===== config.mk =====
export PLATFORM = sky130hd
export DESIGN_NAME = wb_periph_bridge
export DESIGN_NICKNAME = d
export VERILOG_FILES = /design/src/rtl/wb_periph_bridge.sv
export SDC_FILE = /design/constraint.sdc
export NUM_CORES = 1
export LEC_CHECK = 0
export CORE_MARGIN = 2
export CORE_UTILIZATION = 25
export CTS_CLUSTER_SIZE = 8
export DETAILED_ROUTE_END_ITERATION = 10
export PLACE_DENSITY = 0.63
export RECOVER_POWER = 25
export SLEW_MARGIN = 20
export SYNTH_ARGS = -nofsm -noshare
export SYNTH_HDL_FRONTEND = slang
export SYNTH_SLANG_ARGS = --single-unit

===== constraint.sdc =====
create_clock -name clk -period 2.25 [get_ports clk]
set_input_delay 0.3375 -clock clk [delete_from_list [all_inputs] [get_ports clk]]
set_output_delay 0.3375 -clock clk [all_outputs]
set_load 0.05 [all_outputs]

===== src/rtl/wb_periph_bridge.sv =====
// Data-bus to Wishbone bridge: address-decodes one of N_SLV slaves and runs one transfer at a time.
// Latency 3 cycles minimum (request, BUS, RESP); requests outside IDLE are ignored, so the core holds until valid.
module wb_periph_bridge #(
    parameter int                        N_SLV    = 4,
    parameter int                        ADDR_W   = 16,
    parameter logic [N_SLV*ADDR_W-1:0]   SLV_BASE = {16'h4000, 16'h3000, 16'h2000, 16'h1000},
    parameter logic [N_SLV*ADDR_W-1:0]   SLV_MASK = {4{16'hF000}},
    parameter int                        TIMEOUT  = 255
) (
    input  logic                 clk,
    input  logic                 rst_n,
    input  logic [31:0]          dbus_addr,
    input  logic [31:0]          dbus_wdata,
    input  logic                 dbus_rd_en,
    input  logic                 dbus_wr_en,
    input  logic [1:0]           dbus_st_type,
    output logic [31:0]          dbus_rdata,
    output logic                 dbus_valid,
    output logic                 dbus_err,
    output logic [ADDR_W-1:0]    wbm_m2s_addr,
    output logic [31:0]          wbm_m2s_data,
    output logic                 wbm_m2s_we,
    output logic [3:0]           wbm_m2s_sel,
    output logic                 wbm_m2s_stb,
    output logic [N_SLV-1:0]     slv_addr_sel,
    input  logic [N_SLV-1:0]     slv_ack_i,
    input  logic [32*N_SLV-1:0]  slv_data_i
);
    localparam int IDX_W = (N_SLV > 1) ? $clog2(N_SLV) : 1;

    typedef enum logic [1:0] {IDLE, BUS, RESP, ERR} state_t;
    state_t state, state_nxt;

    logic [IDX_W-1:0] slv_idx, hit_idx;
    logic             hit;
    logic             req;
    logic [15:0]      wait_cnt;
    logic [3:0]       sel_nxt;
    logic [31:0]      wdata_nxt;
    logic             ack_sel;
    logic             cnt_done;

    assign req      = dbus_rd_en | dbus_wr_en;
    assign ack_sel  = slv_ack_i[slv_idx];
    assign cnt_done = (wait_cnt == 16'(TIMEOUT));

    // Descending scan so the lowest matching index is the one left standing.
    always_comb begin
        hit     = 1'b0;
        hit_idx = '0;
        for (int i = N_SLV - 1; i >= 0; i--) begin
            if (((dbus_addr[ADDR_W-1:0] & SLV_MASK[i*ADDR_W +: ADDR_W]) == SLV_BASE[i*ADDR_W +: ADDR_W]) &&
                (dbus_addr[31:ADDR_W] == '0)) begin
                hit     = 1'b1;
                hit_idx = IDX_W'(i);
            end
        end
    end

    always_comb begin
        sel_nxt   = 4'b1111;
        wdata_nxt = dbus_wdata;
        if (dbus_wr_en) begin
            case (dbus_st_type)
                2'b01: sel_nxt = 4'b1111;
                2'b10: begin
                    sel_nxt   = dbus_addr[1] ? 4'b1100 : 4'b0011;
                    wdata_nxt = {2{dbus_wdata[15:0]}};
                end
                2'b11: begin
                    sel_nxt   = 4'b0001 << dbus_addr[1:0];
                    wdata_nxt = {4{dbus_wdata[7:0]}};
                end
                default: sel_nxt = 4'b0000;
            endcase
        end
    end

    always_ff @(posedge clk or negedge rst_n) begin
        if (!rst_n) state <= IDLE;
        else        state <= state_nxt;
    end

    always_comb begin
        state_nxt = state;
        case (state)
            IDLE: if (req) state_nxt = hit ? BUS : ERR;
            BUS: begin
                if (ack_sel)       state_nxt = RESP;
                else if (cnt_done) state_nxt = ERR;
            end
            default: state_nxt = IDLE;
        endcase
    end

    always_ff @(posedge clk or negedge rst_n) begin
        if (!rst_n) begin
            wbm_m2s_addr <= '0;
            wbm_m2s_data <= '0;
            wbm_m2s_we   <= 1'b0;
            wbm_m2s_sel  <= '0;
            slv_idx      <= '0;
            wait_cnt     <= '0;
            dbus_rdata   <= '0;
        end else begin
            case (state)
                IDLE: begin
                    wait_cnt <= '0;
                    if (req && hit) begin
                        wbm_m2s_addr <= dbus_addr[ADDR_W-1:0];
                        wbm_m2s_data <= wdata_nxt;
                        wbm_m2s_we   <= dbus_wr_en;
                        wbm_m2s_sel  <= sel_nxt;
                        slv_idx      <= hit_idx;
                    end else if (req) begin
                        dbus_rdata <= 32'hDEAD_BEEF;
                    end
                end
                BUS: begin
                    // An ack on the final counted cycle still wins over the timeout.
                    if (ack_sel)       dbus_rdata <= wbm_m2s_we ? 32'h0 : slv_data_i[32*slv_idx +: 32];
                    else if (cnt_done) dbus_rdata <= 32'hDEAD_BEEF;
                    else               wait_cnt   <= wait_cnt + 16'd1;
                end
                default: ;
            endcase
        end
    end

    assign wbm_m2s_stb  = (state == BUS);
    assign slv_addr_sel = (state == BUS) ? (N_SLV'(1) << slv_idx) : '0;
    assign dbus_valid   = (state == RESP) || (state == ERR);
    assign dbus_err     = (state == ERR);
endmodule


==> summary.txt <==
Status
  • Outcome: finished, final reports clean

Logic synthesis
  • Synth top cells by count: nand2_1, dfrtp_1, nor2_1, mux4_2, o22a_1
  • Top FF cell, synth: dfrtp_1
  • Count leader, synth: nand2_1
  • Cell count after synthesis: 526
  • Synth async-reset ratio: 100.0%
  • Seq/Total Area, Yosys: 47.75%
  • Synth Warn #: 0
  • EDFF count, synth: 0
  • Synthesized net count: 729
  • Synth Cell Area: 5503 um2
  • Post-synth cell types: 42
  • Largest area contributor in the netlist: dfrtp_1
  • Mean cell area of the mapped netlist: 10.46 um2
  • Top post-synthesis cells by area: dfrtp_1, mux4_2, nand2_1, o22a_1, nor2_1
  • Post-synth top area share: 47.75%
  • Synth Register Bits: 105

Critical path
  • Critical Path Fanout Max: 20
  • Crit-path slowest cell: or4_4
  • Critical path's largest stage delay: 570 ps
  • Startpoint Class: input pin
  • Crit path kind: in2reg
  • CP top delay family: simple AND/OR/NAND/NOR gates
  • Worst EP required: 2520 ps
  • Worst-path cell chain: clkdlybuf4s50_1, or4_4, nor4b_4, nand4_1, buf_6, clkbuf_16, o21ai_0
  • WP buf/inv: 3
  • Crit end category: flip-flop
  • Crit path DAT: 2450 ps

Die
  • Starting Density: 25.37%
  • Site Rows: 54
  • Die H: 152.4 um
  • Die X: 152.4 um
  • Die Area: 23210 um2
  • I/O pins: 294
  • Core footprint: 21690 um2

Timing
  • RSZ-0062 raised after global routing: true
  • Setup total negative slack: 0 ps
  • Min Tclk post-route: 2181 ps
  • FMAX: 0.4585 GHz
  • Worst clock skew: 13.19 ps
  • Slew Limit Fails: 0
  • Final worst path period share: 96.94%
  • Final Hold Vio Count: 0
  • Slew Limit Headroom: 22.62%
  • Final setup fails: 0
  • Slew @ Worst Pin: 1161 ps

Place
  • Detailed placement HPWL: 14690 um
  • Placer Congestion: 0.8157
  • Port bufs: 293

Cells and area
  • # fillers: 2055
  • Final Core Density: 42.92%
  • Diode count: 0
  • NumNets Final: 1027
  • Layout area overhead: 69.17%
  • Proportion of layout cells with a drive suffix above 1: 11.70%

Detailed routing
  • Drc violations: 0
  • Per-cell routed wire length: 17.29 um
  • Via/cell ratio: 4.663
  • Post-route ant nets: 0
  • 1st-iter DRT viols: 295
  • Via count: 5171
  • Drt first pass iters: 4
  • Routed WL: 19180 um

Power
  • Pint: 4.295 mW
  • Switching share of total power: 39.84%
  • Max VDD drop: 0.4345 mV
  • Net Switching: 2.844 mW
  • Leak: 3.812 nW
  • Clock power share: 22.9%
  • Combinational group share of total power: 43.7%
  • Total power draw: 7.138 mW
  • PD cells: 766.8 nW/um2
  • Flop pwr share: 33.4%

Clock network
  • Skew-Pair Late Insertion Delay: 360 ps
  • Clock-pin slew on the worst setup and hold paths: 70 ps
  • Clk root buf: clkbuf_16
  • Clk buf depth: 2
  • CTS Sinks: 105
  • Htree depth: 3
  • CTS tree: built
  • Total CTS buffers: 9

Min path
  • Hold Crit Class: reg2reg

GRT
  • Global-route wire length before repair: 30100 um
  • Largest net degree at the start of global routing: 56
  • Vias in the first global route: 5416
  • Global route overflow: 0
  • Initial antenna violation count: 0
  • GR Util All Layers: 16.33%

Job
  • MaxCap Viol Count: 0
==> layout by cell type, fill, tap and decap left out, drive strengths merged, types with 3 or more instances in the layout <==
master | netlist | layout
a21oi | 11 | 11
a22o | 9 | 9
a31oi | 9 | 9
and2 | 4 | 4
and3 | 6 | 6
buf | 13 | 32
clkbuf | 22 | 12
clkdlybuf4s50 | 0 | 286
clkinvlp | 0 | 3
dfrtp | 105 | 105
inv | 6 | 7
mux2i | 11 | 11
mux4 | 33 | 33
nand2 | 117 | 117
nand3 | 7 | 7
nand4 | 12 | 12
nor2 | 40 | 40
nor2b | 24 | 24
nor3 | 4 | 4
nor4 | 5 | 5
o21ai | 26 | 26
o22a | 28 | 28
xor2 | 12 | 12
==> metal layers <==
| metal | vias up | track usage [%] | share of wire [%] |
|---|---|---|---|
| met5 | - | 0 | 0 |
| met4 | 0 | 4.050 | 1.1 |
| met3 | 13 | 5.375 | 8.7 |
| met2 | 191 | 27.99 | 49 |
| met1 | 2485 | 19.86 | 41 |
| li1 | 2482 | - | - |
==> repair_timing <==
| action | 4_1_cts | 5_1_grt |
|---|---|---|
| pin swaps | 0 | 2 |
| cloned | 0 | 1 |
| resized for setup | 1 | 8 |
| hold endpoints to repair | 17 | 0 |
| hold buffers | 1 | 0 |
| setup buffers | 0 | 1 |
| endpoints found under the setup margin | 23 | 57 |
==> cell families (layout without fill, tap and decap cells) <==
logic type	after synthesis	count (layout)	share of synthesized area [%]
buffers and inverters	41	344	3.251
AND/OR/NAND/NOR	231	231	19.46
multiplexers	44	44	15.51
adder cells (fa/ha/maj)	1	1	0.2273
flip-flops	105	105	47.75
XOR/XNOR	13	13	2.069
AO/OA/AOI/OAI	91	91	11.73
==> state kept, by name, summed over array words and instances, names as in the netlist <==
name          count
dbus_rdata       32
slv_idx           2
state             2
wait_cnt         16
wbm_m2s_addr     16
wbm_m2s_data     32
wbm_m2s_sel       4
wbm_m2s_we        1
==> worst reg2reg max path, stage by stage (launching register included) <==
cell     delay, ps
dfrtp_1        430
nor4_1         450
nand4_1        190
a21oi_1        320
a31oi_4         80
buf_4          210
a22o_1         240
==> area by class of cell <==
type	count	area (um2)	share of cell area, %
inverters	6	27.53	0.2957
multi-input cells	380	2720	29.22
clock buffers	9	225.2	2.419
repair buffers	322	3278	35.22
clock inverters	7	78.83	0.8468
flip-flops and latches	105	2629	28.24
well taps	280	350.3	3.763
==> worst paths after layout <==
check                                start                to  slack (ps)  depth (start not counted)
hold / removal             wbm_m2s_addr[7]   wbm_m2s_addr[7]         470                          2
max in group asynchronous            rst_n    dbus_rdata[18]         320                          3
hold reg to reg            wbm_m2s_addr[7]   wbm_m2s_addr[7]         470                          2
min in group asynchronous            rst_n   wbm_m2s_data[6]         720                          2
setup reg to reg               wait_cnt[9]    dbus_rdata[14]         220                          6
setup / recovery             dbus_addr[26]  wbm_m2s_data[12]          70                          7
==> stage by stage <==
stage	worst slack, ps	hold WS [ps]	std cells	instance area [um2]
2_1_floorplan	91.83	41.91	526	5513
3_3_place_gp	-390.3	236.1	1090	8932
3_5_place_dp	-420.7	235.4	1090	8932
4_1_cts	44.78	381.3	1107	9249
5_1_grt	-15.58	491.8	1109	9309
6_report	68.96	466.2	1109	9309
==> power groups by stage <==
stage	clock network (mW)	registers, mW	logic, mW
detailed placement	0	2.43	3.14
floorplan	0	3.38	0.841
finish	1.63	2.38	3.12
global placement	0	2.41	3.12
CTS	1.70	2.39	3.16
global route	1.77	2.43	3.29
Power figures use the tool's default switching activity.
